### src/rtl/board_link_pkg.sv
// -----------------------------------------------------------------------------
// board_link_pkg
//
// Definitions shared by the board-state link transmitter and receiver:
//   - link_state_t : receiver/transmitter frame state
//   - BOARD_PKT_LEN : payload bits in one board packet (9x9 cells x 2 bits)
//   - DEF_*        : default timing for the 65 MHz / 9600 baud link
//   - START_LVL, STOP_LVL, IDLE_LVL : line levels of the frame format
//   - maj3()       : 2-of-3 vote used by the oversampling receiver
// -----------------------------------------------------------------------------
package board_link_pkg;

  // One board: 9 x 9 cells, 2 bits per cell, flattened.
  localparam int BOARD_PKT_LEN = 162;

  // Default link timing.
  localparam int DEF_CLK_HZ        = 65_000_000;
  localparam int DEF_BAUD_RATE     = 9600;
  localparam int DEF_SAMP_PER_BIT  = 16;
  localparam int DEF_WAITING_COUNT = 130_000;

  // Frame format: a low start bit, payload LSB first, a high stop bit.
  // The line rests high between frames.
  localparam logic START_LVL = 1'b0;
  localparam logic STOP_LVL  = 1'b1;
  localparam logic IDLE_LVL  = 1'b1;

  typedef enum logic [2:0] {
    IDLE  = 3'd0,
    START = 3'd1,
    DATA  = 3'd2,
    STOP  = 3'd3,
    GAP   = 3'd4
  } link_state_t;

  // 2-of-3 majority.
  function automatic logic maj3(input logic a, input logic b, input logic c);
    return (a & b) | (a & c) | (b & c);
  endfunction

endpackage

### src/rtl/samp_tick_gen.sv
// -----------------------------------------------------------------------------
// samp_tick_gen
//
// Oversampling timebase for the board-link receiver.
//   - samp_cnt runs 0..CLK_PER_SAMP-1; tick is high on its last count.
//   - samp_idx counts ticks within one bit, 0..SAMP_PER_BIT-1, wrapping.
//   - rx_s is captured at the ticks with samp_idx = M-1, M, M+1
//     (M = SAMP_PER_BIT/2); vote is the 2-of-3 majority of those samples.
//
// Ports:
//   clk_in   in   system clock
//   rst_in   in   synchronous active-high reset
//   clear    in   hold samp_cnt and samp_idx at 0 (start-bit alignment)
//   rx_s     in   synchronized serial line
//   tick     out  one-cycle sample strobe
//   samp_idx out  index of the current sample within the bit
//   vote     out  majority decision, valid at ticks with samp_idx >= M+1
// -----------------------------------------------------------------------------
module samp_tick_gen
  import board_link_pkg::*;
#(
  parameter int CLK_PER_SAMP = 423,
  parameter int SAMP_PER_BIT = 16,
  parameter int IDX_W        = $clog2(SAMP_PER_BIT)
) (
  input  logic             clk_in,
  input  logic             rst_in,
  input  logic             clear,
  input  logic             rx_s,
  output logic             tick,
  output logic [IDX_W-1:0] samp_idx,
  output logic             vote
);

  localparam int CNT_W = $clog2(CLK_PER_SAMP);
  localparam int M     = SAMP_PER_BIT / 2;

  localparam logic [CNT_W-1:0] CNT_LAST = CNT_W'(CLK_PER_SAMP - 1);
  localparam logic [IDX_W-1:0] IDX_LAST = IDX_W'(SAMP_PER_BIT - 1);
  localparam logic [IDX_W-1:0] IDX_LO   = IDX_W'(M - 1);
  localparam logic [IDX_W-1:0] IDX_MID  = IDX_W'(M);
  localparam logic [IDX_W-1:0] IDX_HI   = IDX_W'(M + 1);

  logic [CNT_W-1:0] samp_cnt;
  logic             samp_lo;
  logic             samp_mid;
  logic             samp_hi;

  assign tick = (samp_cnt == CNT_LAST);

  always_ff @(posedge clk_in) begin
    if (rst_in || clear) begin
      samp_cnt <= '0;
      samp_idx <= '0;
    end else if (tick) begin
      samp_cnt <= '0;
      samp_idx <= (samp_idx == IDX_LAST) ? '0 : samp_idx + 1'b1;
    end else begin
      samp_cnt <= samp_cnt + 1'b1;
    end
  end

  always_ff @(posedge clk_in) begin
    if (rst_in) begin
      samp_lo  <= IDLE_LVL;
      samp_mid <= IDLE_LVL;
      samp_hi  <= IDLE_LVL;
    end else if (tick) begin
      if (samp_idx == IDX_LO)  samp_lo  <= rx_s;
      if (samp_idx == IDX_MID) samp_mid <= rx_s;
      if (samp_idx == IDX_HI)  samp_hi  <= rx_s;
    end
  end

  // On the M+1 tick itself the third sample is still on the wire, so the
  // vote takes it live. With SAMP_PER_BIT = 4 that tick is also the bit's
  // last tick, where the decision is consumed.
  assign vote = maj3(samp_lo, samp_mid, (samp_idx == IDX_HI) ? rx_s : samp_hi);

endmodule

### src/rtl/board_pkt_rx.sv
// -----------------------------------------------------------------------------
// board_pkt_rx
//
// Serial receiver for the board-state link. Recovers one PKT_LEN-bit packet
// framed as: start bit (0), PKT_LEN data bits LSB first, stop bit (1). Each
// bit is oversampled SAMP_PER_BIT times and decided by a 3-sample majority
// around mid-bit. After every frame (good or bad) the line must stay high
// for WAITING_COUNT consecutive clocks before a new start bit is accepted.
//
// Ports:
//   clk_in    in   system clock (65 MHz nominal)
//   rst_in    in   synchronous active-high reset
//   rx        in   asynchronous serial line, idles high
//   ready     out  one-cycle pulse: a new good packet is on data_out
//   frame_err out  one-cycle pulse: packet dropped because of a bad stop bit
//   data_out  out  last good packet; bit 0 is the first payload bit received
//
// Output handshake: ready and frame_err are pure strobes with no
// back-pressure. The consumer samples data_out in the cycle ready is high
// (or any later cycle before the next ready); the two strobes are never
// high together and each lasts exactly one cycle.
//
// The frame FSM lives in `state` (link_state_t) for probing.
// -----------------------------------------------------------------------------
module board_pkt_rx
  import board_link_pkg::*;
#(
  parameter int CLK_HZ        = DEF_CLK_HZ,
  parameter int BAUD_RATE     = DEF_BAUD_RATE,
  parameter int SAMP_PER_BIT  = DEF_SAMP_PER_BIT,
  parameter int PKT_LEN       = BOARD_PKT_LEN,
  parameter int CLK_PER_SAMP  = CLK_HZ / BAUD_RATE / SAMP_PER_BIT,
  parameter int WAITING_COUNT = DEF_WAITING_COUNT
) (
  input  logic               clk_in,
  input  logic               rst_in,
  input  logic               rx,
  output logic               ready,
  output logic               frame_err,
  output logic [PKT_LEN-1:0] data_out
);

  localparam int IDX_W  = $clog2(SAMP_PER_BIT);
  localparam int BIT_W  = $clog2(PKT_LEN + 1);
  localparam int IDLE_W = $clog2(WAITING_COUNT + 1);
  localparam int M      = SAMP_PER_BIT / 2;

  localparam logic [IDX_W-1:0]  IDX_MID   = IDX_W'(M);
  localparam logic [IDX_W-1:0]  IDX_HI    = IDX_W'(M + 1);
  localparam logic [IDX_W-1:0]  IDX_LAST  = IDX_W'(SAMP_PER_BIT - 1);
  localparam logic [BIT_W-1:0]  BIT_LAST  = BIT_W'(PKT_LEN - 1);
  localparam logic [IDLE_W-1:0] IDLE_LAST = IDLE_W'(WAITING_COUNT - 1);

  // ---------------------------------------------------------------------------
  // Input synchronizer. Both flops reset to the idle level so reset never
  // looks like a start bit.
  // ---------------------------------------------------------------------------
  logic rx_meta;
  logic rx_s;

  always_ff @(posedge clk_in) begin
    if (rst_in) begin
      rx_meta <= IDLE_LVL;
      rx_s    <= IDLE_LVL;
    end else begin
      rx_meta <= rx;
      rx_s    <= rx_meta;
    end
  end

  // ---------------------------------------------------------------------------
  // Sample timebase
  // ---------------------------------------------------------------------------
  link_state_t      state;
  logic             tick;
  logic [IDX_W-1:0] samp_idx;
  logic             vote;
  logic             false_start;
  logic             samp_clear;

  assign false_start = (state == START) && tick && (samp_idx == IDX_MID) &&
                       (rx_s != START_LVL);

  // The timebase is parked at zero whenever no frame is in progress. On the
  // clock that first sees the start level the hold is released, so that clock
  // already counts as the first sample clock of the start bit. This puts the
  // last sample of every bit on the bit's final clock, keeping the M+1
  // sample inside the bit even at SAMP_PER_BIT = 4. The false-start exit also
  // parks it so IDLE is always entered with samp_cnt = samp_idx = 0.
  assign samp_clear = (state == GAP) ||
                      ((state == IDLE) && (rx_s == IDLE_LVL)) ||
                      false_start;

  samp_tick_gen #(
    .CLK_PER_SAMP (CLK_PER_SAMP),
    .SAMP_PER_BIT (SAMP_PER_BIT),
    .IDX_W        (IDX_W)
  ) u_samp_tick_gen (
    .clk_in   (clk_in),
    .rst_in   (rst_in),
    .clear    (samp_clear),
    .rx_s     (rx_s),
    .tick     (tick),
    .samp_idx (samp_idx),
    .vote     (vote)
  );

  // ---------------------------------------------------------------------------
  // Frame FSM
  // ---------------------------------------------------------------------------
  logic [BIT_W-1:0]   bit_idx;
  logic [IDLE_W-1:0]  idle_cnt;
  logic [PKT_LEN-1:0] shreg;

  always_ff @(posedge clk_in) begin
    if (rst_in) begin
      // Resetting into GAP forces a full idle period before the next frame,
      // so a reset in mid-packet cannot lock onto the tail of that packet.
      state     <= GAP;
      idle_cnt  <= '0;
      bit_idx   <= '0;
      shreg     <= '0;
      data_out  <= '0;
      ready     <= 1'b0;
      frame_err <= 1'b0;
    end else begin
      ready     <= 1'b0;
      frame_err <= 1'b0;

      case (state)
        IDLE: begin
          if (rx_s == START_LVL) begin
            state <= START;
          end
        end

        START: begin
          if (false_start) begin
            // Line went back high by mid start bit: treat as noise.
            state <= IDLE;
          end else if (tick && (samp_idx == IDX_LAST)) begin
            state   <= DATA;
            bit_idx <= '0;
          end
        end

        DATA: begin
          if (tick && (samp_idx == IDX_LAST)) begin
            // Bits arrive LSB first; shifting in from the top leaves the
            // first received bit in shreg[0] after PKT_LEN shifts.
            shreg   <= {vote, shreg[PKT_LEN-1:1]};
            bit_idx <= bit_idx + 1'b1;
            if (bit_idx == BIT_LAST) begin
              state <= STOP;
            end
          end
        end

        STOP: begin
          if (tick && (samp_idx == IDX_HI)) begin
            if (vote == STOP_LVL) begin
              data_out <= shreg;
              ready    <= 1'b1;
            end else begin
              frame_err <= 1'b1;
            end
            state    <= GAP;
            idle_cnt <= '0;
          end
        end

        GAP: begin
          // Any low level, including a premature start bit, restarts the
          // idle count; that start bit is simply never acted on.
          if (rx_s != IDLE_LVL) begin
            idle_cnt <= '0;
          end else if (idle_cnt == IDLE_LAST) begin
            state <= IDLE;
          end else begin
            idle_cnt <= idle_cnt + 1'b1;
          end
        end

        default: begin
          state    <= GAP;
          idle_cnt <= '0;
        end
      endcase
    end
  end

endmodule

### config.mk
export PLATFORM = sky130hd
export DESIGN_NAME = board_pkt_rx
export DESIGN_NICKNAME = d
export VERILOG_FILES = /design/src/rtl/board_link_pkg.sv /design/src/rtl/samp_tick_gen.sv /design/src/rtl/board_pkt_rx.sv
export SDC_FILE = /design/constraint.sdc
export NUM_CORES = 1
export LEC_CHECK = 0
export ABC_AREA = 1
export BUFFER_PORTS_ARGS = -buffer_cell sky130_fd_sc_hd__buf_2
export CAP_MARGIN = 10
export CORE_AREA = 10 10 201 203
export CTS_CLUSTER_SIZE = 14
export DETAILED_ROUTE_END_ITERATION = 12
export DIE_AREA = 0 0 211 213
export MAX_ROUTING_LAYER = met4
export PLACE_DENSITY = 0.54
export SLEW_MARGIN = 20
export SYNTH_ARGS = -nofsm -noshare
export SYNTH_HDL_FRONTEND = slang
export SYNTH_HIERARCHICAL = 1
export SYNTH_SLANG_ARGS = --single-unit
### constraint.sdc
create_clock -name clk_in -period 2.58 [get_ports clk_in]
set_clock_uncertainty 0.2 [all_clocks]
set_input_delay 0.258 -clock clk_in [delete_from_list [all_inputs] [get_ports clk_in]]
set_output_delay 0.258 -clock clk_in [all_outputs]
set_load 0.02 [all_outputs]
## Yosys cells after proc, flatten, opt, wreduce, memory -nomap -nowiden

Index checks and enable logic that the tools add are counted.

| operators by class | value |
|---|---|
| reduce and logical (&&, ||, !) cells | 21 |
| add/subtract/negate cells | 4 |
| eq/ne operators | 21 |
| bitwise operators | 8 |
| mux-type cells | 21 |

Operator list:

| cell | count |
|---|---|
| 17-bit two-way mux | 3 |
| 17-bit case mux with 3 select lines | 1 |
| 3-bit two-way mux | 8 |
| 8-bit two-way mux | 3 |
| 17-bit by 1-bit adder with 17-bit output, second input constant | 1 |
| 17-bit equality test, second input constant | 1 |
| 8-bit case mux with 2 select lines | 1 |
| 3-bit case mux with 5 select lines | 1 |
| 4-bit equality test, second input constant | 3 |
| 2-bit inequality test, second input constant | 6 |
| 9-bit by 1-bit adder with 9-bit output, second input constant | 1 |
| 9-bit equality test, second input constant | 1 |
| 8-bit by 1-bit adder with 8-bit output, second input constant | 1 |
| 8-bit equality test, second input constant | 1 |
| 7-bit AND reduction | 1 |
| 3-bit by 2-bit equality test with 1-bit output, second input constant | 2 |
| 1-bit logical AND | 6 |
| 2-bit AND reduction | 3 |
| 3-bit AND reduction | 2 |
| 3-bit OR reduction | 2 |
| 4-bit by 1-bit adder with 4-bit output, second input constant | 1 |
| 4-bit by 3-bit equality test with 1-bit output, second input constant | 1 |
| 4-bit two-way mux | 1 |
| 2-bit by 1-bit inequality test with 1-bit output, second input constant | 2 |
| other kinds (13) | 22 |

| word-level totals | value |
|---|---|
| flip-flop bits (word level) | 372 |
| input bits | 3 |
| logic and storage cells | 89 |

## Logic depth before layout (Yosys ltp)

| logic depth | value |
|---|---|
| depth in word-level cells | 7 |
| gate-level depth with buffers | 14 |

## Cells and area by module

The synthesis kept the hierarchy.

Modules (own cells, without submodules):

| module | area each (um^2) | instances | cells each | sequential area each (um^2) |
|---|---|---|---|---|
| board_pkt_rx | 13197.7 | 1 | 1686 | 7126.8 |
| samp_tick_gen | 833.3 | 1 | 115 | 320.3 |

## Least setup slack after synthesis

Ideal clock, no wire load.

| timing path | value |
|---|---|
| kind | reg2reg |
| from | reg u_samp_tick_gen.samp_cnt[0] |
| to | reg shreg[100] |
| stages on the path, launching flop included | 13 |
| clock period less this slack | 2.114 ns |
| path buffers | 3 |
| setup time | 0.116 ns |
| data arrival time | 1.798 ns |
| slack | 0.466 ns |
| path through | dfxtp_1 > inv_1 > ha_1 > nand4_1 > nor2_4 > nand2_1 > nor2_1 > nand2_2 > buf_6 > buf_6 > buf_6 > o21ai_0 > nor2_1 |

| on the way | value |
|---|---|
| cells in the longest elaborated chain, start to end | 3 |

RTL lines:

| item | RTL line | RTL |
|---|---|---|
| from (decl) | samp_tick_gen.sv:44 | `logic [CNT_W-1:0] samp_cnt;` |
| from (signal assigned) | samp_tick_gen.sv:59 | `samp_cnt <= samp_cnt + 1'b1;` |
| 9-bit equality test | samp_tick_gen.sv:49 | `assign tick = (samp_cnt == CNT_LAST);` |
| net tick | board_pkt_rx.sv:75 | `logic tick;` |
| 1-bit logical AND | board_pkt_rx.sv:148 | `if (tick && (samp_idx == IDX_LAST)) begin` |
| 2-bit AND reduction (no source line) | -- |  |
| to (signal assigned) | board_pkt_rx.sv:151 | `shreg <= {vote, shreg[PKT_LEN-1:1]};` |
| to (decl) | board_pkt_rx.sv:113 | `logic [PKT_LEN-1:0] shreg;` |

The timed path passes the listed nets, and every way through them passes these cells.
A chain may end at the register's enable or synchronous reset.

## Worst setup path after layout

| timing path | value |
|---|---|
| from | reg u_samp_tick_gen.samp_cnt[0] |
| to | reg data_out[157] |

| on the way | value |
|---|---|
| cells in the longest elaborated chain, start to end | 3 |

RTL lines:

| item | RTL line | RTL |
|---|---|---|
| 9-bit equality test | samp_tick_gen.sv:49 |  |
| net tick | board_pkt_rx.sv:75 |  |
| 1-bit logical AND | board_pkt_rx.sv:160 | `if (tick && (samp_idx == IDX_HI)) begin` |
| 3-bit AND reduction (no source line) | -- |  |
| to (signal assigned) | board_pkt_rx.sv:162 | `data_out <= shreg;` |
| to (decl) | board_pkt_rx.sv:40 | `output logic [PKT_LEN-1:0] data_out` |

The timed path passes the listed nets, and every way through them passes these cells.

==> metrics.yaml <==
slowest_delay_ns: 0.33
max_freq_mhz: 418.6
syn_inst: 1801
grt_first_pass_wirelength_um: 54080
yosysUniqueCellTypes: 38
start_kind: "flop"
path_cells: "inv_1 > ha_1 > nand4_1 > nor2_4 > nand2_1 > inv_1 > nand3_2 > inv_1 > nand3_4 > buf_16 > o21ai_0 > a21oi_1"
hold_violations: 0
grt_overflow_total: 0
synth.largest_area_cell: "dfxtp_1"
clock-root-buffer: "clkbuf_16"
numCtsBuffers: 41
cts_sinks: 372
synth_commonest_cells: "nor2_1, dfxtp_1, o21ai_0"
path_max_fanout: 160
synthFlopType: "dfxtp_1"
worst_ep_arrival_time_ns: 2.58
drc_errors: 0
initial_utilization_pct: 38.70
cts_tree: "yes"
grt_pass1_vias: 10892
clock_latency_ns: 0.54
ys_top_cells_by_area: "dfxtp_1, o21ai_0, nor2_1"
rsz0062_at_grt: "yes"
antenna_found_initial: 0
drive_gt1_share_pct: 15.24
ys_warn_count: 6
cts-root-to-sink-buffers: 3
crit_type: "reg2reg"
wire_per_inst_um: 13.31
place_congestion: 0.7768
tns_ns: 0
cpMostUsedCell: "inv_1"
synthToLayoutAreaGrowth_pct: 18.96
rows: 70
first_iter_violations: 480
ios: 167
final-seq-area_um2: 7447
async_flop_share_pct: 0
worstMarginPinSlew_ns: 0.5555
h-tree-depth: 2
power_density_nw_per_um2: 708.2
first_pass_iters: 5
syn_avg_cell_area_um2: 7.791
synth_edf_count: 0
fill_cells: 3750
outcome: "completed"
worst-endpoint-required_ns: 2.77
multiInputGateArea_um2: 5180
maxSlewHeadroom_pct: 62.97
drv_cap: 0
setup_ws_ns: 0.1913
yosysSeqAreaShare_pct: 53.08
antenna_left: 0
syn-cell-area_um2: 14030
cp-end-kind: "flop"
hold_class: "reg2reg"
fp.dieW_um: 211
port_buffers: 166
grt_max_degree: 161
hold_ws_ns: 0.2084
die_height_um: 213
ir_worst_vdd_mv: 0.4645
synth.most_common_cell: "nor2_1"
p_leak_nw: 6.609
core_um2: 36260
finalCriticalPeriod_ns: 2.389
num_antenna_cells: 0
finalCritPeriodShare_pct: 92.59
yosys_register_bits: 372
routed_via_density: 4.742
wirelength_um: 32430
drv_slew: 0
die-area_um2: 44940
vias: 11552
final_nets: 1949
synth_nets: 1812
cts.clk_slew.worst_paths_ns: 0.06
setup_viol: 0
yosysTopAreaCellShare_pct: 53.08
hpwl_um: 20910
grt_usage_pct: 14.51
slowest_stage: "dfxtp_1"
pre_cts_slack_ns: 0.2175
## final timing paths
path	start	endpoint	slack, ns	cells after the start
worst max-delay path	u_samp_tick_gen/samp_cnt[0]	data_out[157]	0.19	12
worst min-delay path	rx_meta	rx_s	0.21	1
worst max register to register	u_samp_tick_gen/samp_cnt[0]	data_out[157]	0.19	12
worst min register to register	rx_meta	rx_s	0.21	1
## flip-flops by register name, indices dropped and copies added, names as in the netlist
signal / count
data_out: 162
ready: 1
state: 3
u_samp_tick_gen/samp_mid: 1
frame_err: 1
idle_cnt: 17
rx_meta: 1
rx_s: 1
u_samp_tick_gen/samp_lo: 1
shreg: 162
bit_idx: 8
u_samp_tick_gen/samp_cnt: 9
u_samp_tick_gen/samp_idx: 4
u_samp_tick_gen/samp_hi: 1
## critical path, delay by kind of cell (launching register included)
kind                     cells  cell delay (ns)
flip-flops                   1             0.33
AO/OA/AOI/OAI                2             0.33
adder cells (fa/ha/maj)      1             0.16
AND/OR/NAND/NOR              5             0.58
buffers and inverters        4             0.55
## cell type report
type / count / area share (%)
sequential: 372 / 44.62
multi-input combinational: 1100 / 31.03
timing repair buffer: 201 / 7.601
clock buffer: 64 / 7.391
inverter: 222 / 5.067
tap: 468 / 3.508
clock inverter: 9 / 0.7796
## cell usage in the layout (no fill, tap or decap), types with 3 or more instances in the layout
cell / n
nand2_4: 3
o21ai_0: 305
inv_1: 214
nand4_1: 14
nor3_1: 9
o21bai_1: 4
clkbuf_1: 12
o21ai_1: 34
buf_12: 12
inv_2: 5
clkbuf_8: 10
clkbuf_16: 42
a21oi_1: 177
dfxtp_1: 372
clkinv_2: 3
nor2_1: 379
ha_1: 8
xor2_1: 3
a21oi_2: 3
nand2_2: 9
nand3_1: 33
nor2_4: 6
nor2_2: 4
buf_2: 166
nand2_1: 89
buf_4: 20
nor3b_1: 4
## layer usage
layer | vias up | routed length (µm) | global-route usage (%)
met5 | - | 0 | -
met4 | 0 | 672 | 4.246
met3 | 50 | 1796 | 3.578
met2 | 205 | 14140 | 22.09
met1 | 5243 | 15820 | 18.76
li1 | 6054 | - | -
## power breakdown
part / leakage [nW] / total [mW] / internal [mW] / switching (mW)
logic: 2.95 / 0.251 / 0.0817 / 0.170
clock network: 0.664 / 5.81 / 3.50 / 2.31
registers: 3.00 / 5.76 / 5.75 / 0.00646
## cells by family after synthesis
kind of cell	count (synthesis)	share of synthesized area, %
flip-flops	372	53.08
AO/OA/AOI/OAI	527	19.07
AND/OR/NAND/NOR	560	16.75
buffers and inverters	330	10.14
adder cells (fa/ha/maj)	8	0.7134
XOR/XNOR	4	0.2497
## repair_timing
item,4_1_cts,5_1_grt
setup buffers,0,0
endpoints found under the setup margin,0,33
endpoints found under the hold margin,5,0
hold buffers,2,0
gates resized for setup,0,4
## per-stage QoR
| step | cell area (µm²) | total power, mW | instances | util, % |
|---|---|---|---|---|
| 6_report | 16690 | 11.82 | 2436 | 46.03 |
| 5_1_grt | 16690 | 12.28 | 2436 | 46.03 |
| 4_1_cts | 16670 | 12.03 | 2435 | 45.97 |
| 3_5_place_dp | 15290 | 6.137 | 2360 | 42.16 |
| 3_3_place_gp | 15290 | 6.135 | 2360 | 42.16 |
| 2_1_floorplan | 14030 | 6.073 | 1801 | - |
Note: power is estimated with default switching activity, not from simulation.
